### config.mk
export PLATFORM = sky130hd
export DESIGN_NAME = down_counter_timer_flat
export DESIGN_NICKNAME = d
export VERILOG_FILES = /design/src/rtl/down_counter_timer_if.sv /design/src/rtl/down_counter_timer.sv /design/src/flat_wrapper.sv
export SDC_FILE = /design/constraint.sdc
export NUM_CORES = 1
export LEC_CHECK = 0
export ABC_AREA = 1
export BUFFER_PORTS_ARGS = -buffer_cell sky130_fd_sc_hd__buf_2
export CORE_AREA = 2 2 43 45
export DETAILED_ROUTE_END_ITERATION = 8
export DIE_AREA = 0 0 45 47
export PLACE_DENSITY = 0.73
export RECOVER_POWER = 50
export SYNTH_ARGS = -nofsm -noshare
export SYNTH_HDL_FRONTEND = slang
export SYNTH_SLANG_ARGS = --single-unit
### constraint.sdc
create_clock -name clk -period 1.21 [get_ports clk]
set_input_delay 0.242 -clock clk [delete_from_list [all_inputs] [get_ports clk]]
set_output_delay 0.242 -clock clk [all_outputs]
set_load 0.02 [all_outputs]
### src/rtl/down_counter_timer_if.sv
// Control/status bundle for down_counter_timer: start/ack handshake, pause/abort
// controls and the registered count/status outputs.
interface down_counter_timer_if #(
  parameter int WIDTH = 8
);
  logic             start;
  logic [WIDTH-1:0] v;
  logic             pause;
  logic             abort;
  logic             ack;
  logic [WIDTH-1:0] count;
  logic             busy;
  logic             done;
  logic             tc;

  modport master (
    output start, v, pause, abort, ack,
    input  count, busy, done, tc
  );

  modport slave (
    input  start, v, pause, abort, ack,
    output count, busy, done, tc
  );
endinterface

### src/rtl/down_counter_timer.sv
// Loadable one-shot down-counter with start/ack handshake, pause and abort.
// Define COUNTER_RELOAD_EN for periodic mode (reload on zero, never DONE).
module down_counter_timer #(
  parameter int WIDTH = 8
) (
  input  logic                 clk,
  input  logic                 rst,
  down_counter_timer_if.slave  bus
);

  typedef enum logic [1:0] {IDLE, RUN, DONE} state_e;

  state_e           state_q, state_d;
  logic [WIDTH-1:0] count_q, count_d;
  logic             tc_q, tc_d;
  logic             load;

`ifdef COUNTER_RELOAD_EN
  logic [WIDTH-1:0] reload_q, reload_d;
`endif

  // A load happens from IDLE on start, or from DONE when ack and start coincide.
  assign load = bus.start && ((state_q == IDLE) || (state_q == DONE && bus.ack));

  always_comb begin
    state_d = state_q;
    count_d = count_q;
    tc_d    = 1'b0;
`ifdef COUNTER_RELOAD_EN
    reload_d = reload_q;
`endif
    if (bus.abort) begin
      state_d = IDLE;
      count_d = '0;
    end else if (load) begin
      count_d = bus.v;
`ifdef COUNTER_RELOAD_EN
      reload_d = bus.v;
`endif
      if (bus.v == '0) begin
        state_d = DONE;
        tc_d    = 1'b1;
      end else begin
        state_d = RUN;
      end
    end else begin
      case (state_q)
        IDLE: ;
        RUN: begin
          if (!bus.pause) begin
            if (count_q == WIDTH'(1)) begin
              tc_d = 1'b1;
`ifdef COUNTER_RELOAD_EN
              count_d = reload_q;
`else
              count_d = '0;
              state_d = DONE;
`endif
            end else begin
              count_d = count_q - WIDTH'(1);
            end
          end
        end
        DONE: begin
          count_d = '0;
          if (bus.ack) state_d = IDLE;
        end
        default: begin
          state_d = IDLE;
          count_d = '0;
        end
      endcase
    end
  end

  always_ff @(posedge clk) begin
    if (rst) begin
      state_q <= IDLE;
      count_q <= '0;
      tc_q    <= 1'b0;
    end else begin
      state_q <= state_d;
      count_q <= count_d;
      tc_q    <= tc_d;
    end
  end

`ifdef COUNTER_RELOAD_EN
  always_ff @(posedge clk) begin
    if (rst) reload_q <= '0;
    else     reload_q <= reload_d;
  end
`endif

  assign bus.count = count_q;
  assign bus.busy  = (state_q == RUN);
  assign bus.done  = (state_q == DONE);
  assign bus.tc    = tc_q;

endmodule

### src/flat_wrapper.sv
// flat-port wrapper written by rule: the top's interface ports become plain ports
module down_counter_timer_flat 
#(
  parameter int WIDTH = 8
)
  (clk, rst, bus_start, bus_v, bus_pause, bus_abort, bus_ack, bus_count, bus_busy, bus_done, bus_tc);
  down_counter_timer_if #(.WIDTH(WIDTH)) bus_i ();
  input  logic clk;
  input  logic rst;
  input wire logic [$bits(bus_i.start)-1:0] bus_start;
  input wire logic [$bits(bus_i.v)-1:0] bus_v;
  input wire logic [$bits(bus_i.pause)-1:0] bus_pause;
  input wire logic [$bits(bus_i.abort)-1:0] bus_abort;
  input wire logic [$bits(bus_i.ack)-1:0] bus_ack;
  output wire logic [$bits(bus_i.count)-1:0] bus_count;
  output wire logic [$bits(bus_i.busy)-1:0] bus_busy;
  output wire logic [$bits(bus_i.done)-1:0] bus_done;
  output wire logic [$bits(bus_i.tc)-1:0] bus_tc;
  assign bus_i.start = bus_start;
  assign bus_i.v = bus_v;
  assign bus_i.pause = bus_pause;
  assign bus_i.abort = bus_abort;
  assign bus_i.ack = bus_ack;
  assign bus_count = bus_i.count;
  assign bus_busy = bus_i.busy;
  assign bus_done = bus_i.done;
  assign bus_tc = bus_i.tc;
  down_counter_timer #(.WIDTH(WIDTH)) u_core (.clk(clk), .rst(rst), .bus(bus_i));
endmodule
# Word level (Yosys, flattened, before mapping)

Index checks and enable logic that the tools add are counted.

Flip-flop bits (word level): 11
Input bits: 14
Output and inout port bits: 11

Add/sub/neg operators: 1
Equality and inequality tests: 7
Muxes and demuxes: 15
Reduce and logical (&&, ||, !) cells: 8

Operator list:

| operator                                              | number |
|---|---|
| 2-to-1 mux 8 bit                                      | 3 |
| one-hot mux 8 bit (2 select lines)                    | 1 |
| 2-to-1 mux 2 bit                                      | 5 |
| == test 8 x 1 -> 1 bit, second input constant         | 1 |
| zero test 8 bit                                       | 1 |
| subtractor 8 x 1 -> 8 bit, second input constant      | 1 |
| inequality test 3 x 2 -> 1 bit, second input constant | 2 |
| one-hot mux 2 bit (3 select lines)                    | 1 |
| 2-to-1 mux 1 bit                                      | 5 |
| AND reduction 4 bit                                   | 1 |
| inequality test 3 x 1 -> 1 bit, second input constant | 1 |
| == test 2 x 1 -> 1 bit, second input constant         | 1 |
| == test 2 bit, second input constant                  | 1 |
| logical AND 1 bit                                     | 2 |
| zero test 2 bit                                       | 1 |
| inequality test 2 x 1 -> 1 bit, second input constant | 1 |
| AND reduction 2 bit                                   | 1 |
| OR reduction 2 bit                                    | 1 |
| logical OR 1 bit                                      | 1 |

# Longest topological paths before layout

Gate-level depths: netlist of run 1.

Depth in word-level cells: 6
Depth in mapped cells: 8
Gate-level depth less buffers: 8

# Worst setup path after synthesis of run 1

No wires, ideal clock.

Kind: register to register
From: reg u_core.count_q[0], in the netlist u_core.bus.count[0]
To: reg u_core.count_q[1], in the netlist u_core.bus.count[1]
Library setup time: 0.074 ns
Arrival: 1.180 ns
Required time: 1.136 ns
Slack: -0.044 ns
Cell stages (with the launch flop): 5
Buffers on the path: 0
Path through: dfxtp_1 -> inv_1 -> ha_1 -> or2_0 -> a31oi_1

Longest elaborated chain between the ends: 5

RTL lines:

| element                                                                    | line                                               | text |
|---|---|---|
| start, declared                                                            | down_counter_timer.sv:14                           | `logic [WIDTH-1:0] count_q, count_d;` |
| start signal, assigned                                                     | down_counter_timer.sv:83                           | `count_q <= count_d;` |
| subtractor 8 x 1 -> 8 bit / == test 8 x 1 -> 1 bit (equally long branches) | down_counter_timer.sv:60, down_counter_timer.sv:51 |  |
| 2-to-1 mux 8 bit *                                                         | down_counter_timer.sv:51                           | `if (count_q == WIDTH'(1)) begin` |
| 2-to-1 mux 8 bit *                                                         | down_counter_timer.sv:50                           | `if (!bus.pause) begin` |
| one-hot mux 8 bit (2 select lines) *                                       | down_counter_timer.sv:47                           | `case (state_q)` |
| 2-to-1 mux 8 bit *                                                         | down_counter_timer.sv:35                           | `end else if (load) begin` |

Every way passes the cells marked *; elsewhere a longest branch is shown, timed or not. The select of a mux whose other input is x is not followed.
A chain may end at the register's enable or synchronous reset.

# Final worst setup path of run 1

From: reg u_core.state_q[0]
To: out bus_busy

Longest elaborated chain between the ends: 1

RTL lines:

| element                | line                     | text |
|---|---|---|
| start, declared        | down_counter_timer.sv:13 | `state_e state_q, state_d;` |
| start signal, assigned | down_counter_timer.sv:82 | `state_q <= state_d;` |
| == test 2 x 1 -> 1 bit | down_counter_timer.sv:96 | `assign bus.busy = (state_q == RUN);` |
| end, declared          | flat_wrapper.sv:16       | `output wire logic [$bits(bus_i.busy)-1:0] bus_busy;` |

Every way passes these cells.

==> results.yml, run 1 <==
cts:
  cts_root_buf: "clkbuf_4"
  clk-insertion-delay-late_ns: 0.29
  clk_pin_slew_ns: 0.08
  clock-sinks: 11
  h-tree-depth: 1
  clockBufferDepth: 2
  cts_tree: "built"
  numCtsBuffers: 3
sta:
  setup_violations: 1
  hold_viol: 0
  setup_slack_ns: -0.0342
  fin_tns_setup_ns: -0.0342
  rsz0062_at_grt: "true"
  tightestPinTransition_ns: 0.267
  skew_ns: 0.00287
  maxSlewHeadroom_pct: 82.0
  fin_crit_ns: 1.24
  fmax_mhz: 804
  fin_hold_ws_ns: 0.218
  maxSlewViolCount: 0
  timing.final.crit_share_pct: 103
global_routing:
  grt.total_usage_pct: 22.8
  grt_pass1_vias: 820
  antenna_found_initial: 0
  grt_max_degree: 18
  grt_pass1_wl_mm: 3.40
  grt-ovfl-total: 0
place:
  port_buffers: 24
  dpl-instance-area_sq_um: 931
  placedCellCount: 171
  place_ws_ns: -0.00571
  hpwl_mm: 1.52
  gp_congestion: 0.781
status:
  status: "finished, violations left"
  violations: "setup timing"
synth:
  synth_top_family_by_area: "simple AND/OR/NAND/NOR gates"
  syn_inst: 129
  synthArstFlopShare_pct: 0
  avgSynthCellArea_sq_um: 6.07
  yosys.area_share.simple_pct: 36.6
  ys_seq_elements: 11
  synth_fp_nets: 145
  yosys_warnings: 0
  synth_compound_area_share_pct: 16.6
  ys.flop_type: "dfxtp_1"
  synthMuxAreaShare_pct: 0
  synth-xor-area-share_pct: 1.12
  synth_fa_ha_area_share_pct: 3.19
  ys_types: 19
  synth_edf_count: 0
  ys_seq_area_share_pct: 28.1
  netlist_area_sq_um: 783
finish:
  diodes: 0
  final_nets: 182
  fin_util_pct: 68.3
  stdcell_area_sq_um: 1130
  final_common_cell: "nand2_1"
  drive_gt1_share_pct: 38.8
  syn_to_final_growth_pct: 43.9
  final_cell_mix: "29 x nand2_1, 21 x inv_1, 17 x buf_2"
  layout.cells.non_filler: 182
  nFillCells: 143
routing:
  drtPass1Iterations: 4
  vias_per_cell: 5.45
  wl_per_cell_um: 13.5
  drt.antenna.violating_nets: 0
  drt-total-wl_mm: 2.47
  num_vias: 991
  drc_errors: 0
  initialDrtViolationCount: 36
setup_path:
  critPathArrivalTime_ns: 1.00
  end_kind: "output pin"
  crit_slowest_cell: "dfxtp_4"
  critPathKind: "flip-flop to output pin"
  required_ns: 0.97
  cpPeakStageDelay_ns: 0.39
  reg2regPathDepth: 7
  worstPathMaxFanout: 4
  startpoint_type: "flip-flop"
  path_cells: "inv_4 -> nor2_4 -> buf_6"
worst_hold_path:
  hold_class: "input port to flip-flop"
  hold_depth: 3
die:
  die_y_um: 47
  coreArea_sq_um: 1650
  die_w_um: 45
  num_rows: 15
  num_io_pins: 25
  start_util_pct: 47.4
  dieArea_sq_um: 2120
run:
  cap_violations: 0
power:
  irDropWorstVdd_v: 0.000633
  leakagePower_nw: 0.559
  finalPower_uw: 970
  pwr_density_cell_nw_per_um2: 860
path summary, 6_finish.rpt:
| path | start | to | slack [ns] |
|---|---|---|---|
| max | u_core.state_q[0] | bus_busy | -0.03 |
| min | bus_v[1] | u_core.bus.count[1] | 0.22 |
| max reg2reg | u_core.bus.count[1] | u_core.bus.count[7] | 0.02 |
| min reg2reg | u_core.state_q[0] | u_core.state_q[0] | 0.55 |
synth_stat cells, types with 2 or more instances:
cell     instances  share of area [%]
nand2_1         32                 15
inv_1           24                 12
o21ai_0         14                8.9
nor2_1          12                5.8
dfxtp_1         11                 28
nand3_1         10                6.4
a21oi_1          8                5.1
inv_2            3                1.4
nor2_2           3                2.4
ha_1             2                3.2
nor2_4           2                2.9
critical path: cells and delay by family, from the launching register on:
family / cells / cell delay [ns]
DFF: 1 / 0.39
buffers and inverters: 2 / 0.18
and+or+nand+nor: 1 / 0.13
power breakdown:
part | switching [mW] | total, mW | leakage, nW | internal, mW
Clock | 0.149 | 0.277 | 0.0150 | 0.129
Sequential | 0.0195 | 0.394 | 0.0925 | 0.374
Combinational | 0.186 | 0.299 | 0.451 | 0.113
cell families (layout without fill, tap and decap cells):
group                      Yosys count  count (layout)
and+or+nand+nor                     62              63
buffers and inverters               28              63
AOI/OAI and AO/OA                   25              25
DFF                                 11              11
adders and majority gates            2               2
xor gates and xnor gates             1               1
cell type report:
type                       count  area (sq um)  area share [%]
tap                           17          21.3            1.89
clock buffer                   4          26.3            2.33
multi-input combinational     91           549            48.7
timing repair buffer          32           188            16.6
sequential                    11           231            20.5
inverter                      27           111            9.88
registers in the layout, indices dropped and copies added (netlist names):
register / flops
u_core.bus.count: 8
u_core.state_q: 2
u_core.bus.tc: 1
routing by layer:
| metal | GRT usage [%] | vias up | part of all wire [%] |
|---|---|---|---|
| met1 | 26.4 | 461 | 41 |
| met3 | 3.46 | 11 | 7.1 |
| li1 | - | 477 | - |
| met5 | 0 | - | 0 |
| met4 | 15.3 | 0 | 3.0 |
| met2 | 38.9 | 42 | 49 |
timing repair:
item | in CTS | in global routing
resized for setup | 18 | 18
buffers inserted | 1 | 5
setup endpoints to repair | 5 | 13
pin swaps | 5 | 7
gates cloned | 0 | 1
hold buffers | 0 | 0
Note: power is estimated with default switching activity, not from simulation.
==> run 2, diff against run 1 <==
- BUFFER_PORTS_ARGS: -buffer_cell sky130_fd_sc_hd__buf_2 -> not set
- CORE_AREA: 2 2 43 45 -> 2 2 40 42
- DIE_AREA: 0 0 45 47 -> 0 0 42 44
- DONT_BUFFER_PORTS: not set -> 1
- MAX_ROUTING_LAYER: not set -> met4
- PLACE_DENSITY: 0.73 -> 0.68
- REMOVE_ABC_BUFFERS: not set -> 1
==> run 2 against run 1 <==
- the run still ends with setup timing left
- sequential cell count stayed put
- power decreased by 3.5%
- routed wire length fell by 9.1%
- sequential power is essentially flat
- global-route usage up 1.0 points
- non-clock buffer count fell by 19
- via count down 10%
- cell count down 11%
- die area is 13% lower
- clock skew fell by 0.0017 ns
- utilization up 4.8 points
- register-to-register slack lost 0.02 ns
==> results.yml, run 2 (synthesized netlist as in run 1, its figures left out) <==
place:
  port_buffers: 0
  hpwl_mm: 1.36
  placedCellCount: 155
  gp_congestion: 0.778
finish:
  final_common_cell: "nand2_1"
  final_cell_mix: "30 x nand2_1, 22 x inv_1, 13 x o21ai_0"
  largest_reg_flops: 8
  final_nets: 163
  layout.cells.non_filler: 162
  drive_gt1_share_pct: 34.2
  syn_to_final_growth_pct: 32.4
  diodes: 0
global_routing:
  grt_max_degree: 18
  grt-ovfl-total: 0
  grt.total_usage_pct: 23.8
  antenna_found_initial: 0
  grt_pass1_wl_mm: 3.04
  grt_pass1_vias: 723
die:
  num_io_pins: 25
  coreArea_sq_um: 1420
  start_util_pct: 55.2
  dieArea_sq_um: 1850
  num_rows: 14
  die_w_um: 42
  die_y_um: 44
sta:
  tightestPinTransition_ns: 0.243
  fmax_mhz: 808
  fin_hold_ws_ns: 0.0970
  hold_viol: 0
  setup_slack_ns: -0.0271
  fin_crit_ns: 1.24
  maxSlewHeadroom_pct: 83.6
  maxSlewViolCount: 0
  skew_ns: 0.00114
  timing.final.crit_share_pct: 102
  setup_violations: 1
  rsz0062_at_grt: "true"
power:
  leakagePower_nw: 0.488
  pwr_density_cell_nw_per_um2: 902
  irDropWorstVdd_v: 0.000608
setup_path:
  r2r_end: "u_core.bus.count[2]"
  crit_family: "flip-flops"
  critical_path_buf_inv_count: 2
  required_ns: 0.97
  end_kind: "output pin"
  critical_path_cell_count: 3
  path_cells: "inv_4 -> nor2_4 -> buf_6"
  r2r_start: "u_core.bus.count[1]"
  reg2regPathDepth: 7
  crit_slowest_cell: "dfxtp_4"
  crit_start: "u_core.state_q[0]"
  reg2reg_setup_slack_ns: 0
  critPathArrivalTime_ns: 1.00
  worstPathMaxFanout: 4
  cpPeakStageDelay_ns: 0.39
  critPathKind: "flip-flop to output pin"
  critPathCapture: "bus_busy"
  startpoint_type: "flip-flop"
cts:
  cts_tree: "built"
  h-tree-depth: 1
  clk_pin_slew_ns: 0.08
  clk-insertion-delay-late_ns: 0.28
  cts_root_buf: "clkbuf_4"
  clock-sinks: 11
  clockBufferDepth: 2
  numCtsBuffers: 3
worst_hold_path:
  hold_class: "input port to flip-flop"
routing:
  num_vias: 890
  drc_errors: 0
  initialDrtViolationCount: 39
  wl_per_cell_um: 13.8
  vias_per_cell: 5.49
  drt-total-wl_mm: 2.24
  drtPass1Iterations: 4
  drt.antenna.violating_nets: 0
run:
  cap_violations: 0
status:
  status: "finished, violations left"
  violations: "setup timing"
[run 2: how the worst min path moves through the flow]
stage                   from                  end  slack, ns  cells past startpoint
finish              bus_v[1]  u_core.bus.count[1]        0.1                      2
global route        bus_v[1]  u_core.bus.count[1]       0.10                      2
CTS                 bus_v[1]  u_core.bus.count[1]        0.1                      2
detailed placement  bus_v[1]  u_core.bus.count[1]       0.41                      2
global placement    bus_v[1]  u_core.bus.count[1]       0.40                      2
floorplan           bus_v[1]  u_core.bus.count[1]       0.39                      2
[run 2: through the flow]
step	util [%]	setup TNS, ns	total power, mW	worst slack [ns]	instance area (sq um)
4_1_cts	67.3	-0.00733	0.897	-0.00733	955
5_1_grt	73.1	-0.392	0.984	-0.0689	1040
2_1_floorplan	-	-0.293	0.560	-0.0438	772
3_3_place_gp	61.6	0	0.614	0.0514	875
6_report	73.1	-0.0271	0.935	-0.0271	1040
3_5_place_dp	61.6	-0.00764	0.616	-0.00764	875
[run 2: metal layers]
metal,vias to the layer above,GRT usage (%),wire length [um],part of all wire (%)
met5,-,-,0,0
met4,0,11.6,68,3.0
met3,11,5.00,123,5.5
met2,38,43.4,1110,50
met1,400,24.1,938,42
li1,441,-,-,-
[run 2: layout make-up]
class	count	area, sq um
Inverter	27	109
Sequential cell	11	235
Tap cell	16	20.0
Multi-Input combinational cell	91	544
Clock buffer	4	26.3
Timing Repair Buffer	13	103
Fill cell	127	382
[run 2: what timing repair did]
item / in CTS / in global routing
hold endpoints to repair: 0 / 0
pin swaps: 4 / 9
resized for setup: 15 / 21
buffers inserted: 1 / 1
hold buffers: 0 / 0
endpoints found under the setup margin: 5 / 12
cloned: 0 / 1
[run 2: power by group]
part | internal, mW | switching [mW]
registers | 0.373 | 0.0178
logic | 0.0971 | 0.175
clock network | 0.128 | 0.144
==> run 3, diff against run 2 <==
==> constraint.sdc (replaced) <==
create_clock -name clk -period 1.21 [get_ports clk]
set_input_delay 0.121 -clock clk [delete_from_list [all_inputs] [get_ports clk]]
set_output_delay 0.121 -clock clk [all_outputs]
set_load 0.02 [all_outputs]
==> run 3 against run 2 <==
- the flow now finishes without violations
- sequential cell count is the same
- utilization decreased by 3.4 points
- clock skew increased by 0.0025 ns
- setup slack better by 0.067 ns
- clock power decreased by 2%
- critical path depth up 4
- global-route usage down 1.5 points
- via count down 3.6%
- largest cell class unchanged
- hold slack worse by 0.040 ns
- first-iteration DRC count down 36%
==> results.yml, run 3 (synthesized netlist as in run 1, its figures left out) <==
setup_path:
  end_kind: "flip-flop"
  critPathKind: "flip-flop to flip-flop"
  worstPathMaxFanout: 7
  startpoint_type: "flip-flop"
  required_ns: 1.43
  critPathArrivalTime_ns: 1.39
power:
  pwr_density_cell_nw_per_um2: 930
  leakagePower_nw: 0.474
  irDropWorstVdd_v: 0.000637
  intPower_uw: 598
  finalPower_uw: 921
  p_switching_uw: 323
  swShare_pct: 35.1
  seqPwrFrac_pct: 42.7
  combPwrFrac_pct: 28.2
  clkPwrFrac_pct: 29.0
die:
  coreArea_sq_um: 1420
  num_rows: 14
  start_util_pct: 55.2
  num_io_pins: 25
  dieArea_sq_um: 1850
  die_y_um: 44
  die_w_um: 42
finish:
  diodes: 0
  nFillCells: 120
  fin_util_pct: 69.8
  syn_to_final_growth_pct: 26.4
  final_nets: 163
  final_common_cell: "nand2_1"
  largest_reg_flops: 8
  drive_gt1_share_pct: 30.1
  final_cell_mix: "30 x nand2_1, 21 x inv_1, 12 x o21ai_0"
  layout.cells.non_filler: 162
routing:
  drtPass1Iterations: 4
  num_vias: 858
  vias_per_cell: 5.30
  wl_per_cell_um: 12.8
  drt-total-wl_mm: 2.08
  initialDrtViolationCount: 25
  drt.antenna.violating_nets: 0
  drc_errors: 0
sta:
  timing.final.crit_share_pct: 96.7
  setup_violations: 0
  fin_hold_ws_ns: 0.0565
  maxSlewHeadroom_pct: 76.1
  rsz0062_at_grt: "true"
  fin_tns_setup_ns: 0
  tightestPinTransition_ns: 0.359
  fmax_mhz: 854
  fin_crit_ns: 1.17
  maxSlewViolCount: 0
  skew_ns: 0.00360
  hold_viol: 0
global_routing:
  grt_pass1_wl_mm: 2.93
  grt_pass1_vias: 735
  antenna_found_initial: 0
  grt.total_usage_pct: 22.3
  grt-ovfl-total: 0
  grt_max_degree: 18
worst_hold_path:
  hold_class: "input port to flip-flop"
cts:
  cts_root_buf: "clkbuf_4"
  clock-sinks: 11
  cts_tree: "built"
  clk-insertion-delay-late_ns: 0.28
  h-tree-depth: 1
  clockBufferDepth: 2
  clk_pin_slew_ns: 0.07
  numCtsBuffers: 3
place:
  placedCellCount: 155
  hpwl_mm: 1.38
  port_buffers: 0
  gp_congestion: 0.784
status:
  status: "finished clean"
run:
  cap_violations: 0
-- run 3: cell types whose count changed in the layout (fill, tap and decap cells not counted), sizes merged --
cell	previous run	this run
buf	12	10
clkbuf	5	6
dlygate4sd3	0	1
-- run 3: per-layer routing --
metal	vias up	part of all wire [%]	GRT usage, %
met5	-	0	-
met4	0	1.9	11.6
met3	5	5.8	5.00
met2	29	48	38.4
met1	385	44	24.0
li1	439	-	-
-- run 3: through the flow --
step	worst slack, ns	area (sq um)
after detailed placement	0.000243	875
after CTS	0.0000226	926
after global placement	0.0545	875
final	0.0395	990
after global routing	-0.0726	990
after floorplan	-0.0438	772
-- run 3: cell type report --
cell class                      count  area (sq um)  area share (%)
Clock buffer                        4          26.3            2.65
Inverter                           27           101            10.2
Multi-Input combinational cell     91           522            52.7
Sequential cell                    11           228            23.0
Timing Repair Buffer               13          92.6            9.36
Tap cell                           16          20.0            2.02
-- run 3: worst max-delay path: stages (launching register included) --
cell and delay, ns:
dfxtp_2 0.33, inv_2 0.05, ha_4 0.16, nand3_4 0.09, nor2_4 0.05, nor2_4 0.19, nand3_2 0.12, a21oi_2 0.12
-- run 3: power groups by stage --
stage	registers, mW	clock network, mW	logic [mW]
final	0.394	0.267	0.260
after global routing	0.396	0.284	0.291
after CTS	0.390	0.261	0.226
after detailed placement	0.398	0	0.218
after global placement	0.398	0	0.216
after floorplan	0.414	0	0.145
-- run 3: timing repair --
action                                  in CTS  in global routing
hold buffers                                 1                  0
endpoints found under the setup margin       2                 12
gates cloned                                 0                  1
buffers inserted                             0                  1
pin swaps                                    2                  5
resized for setup                            4                 21
hold endpoints to repair                     1                  0
-- run 3: path summary, 6_finish.rpt --
check / startpoint / to / slack, ns / cells after the start
worst min register to register: u_core.state_q[0] / u_core.state_q[0] / 0.51 / 2
worst max-delay path: u_core.bus.count[1] / u_core.bus.count[2] / 0.04 / 7
worst min-delay path: bus_v[5] / u_core.bus.count[5] / 0.06 / 4
worst max register to register: u_core.bus.count[1] / u_core.bus.count[2] / 0.04 / 7
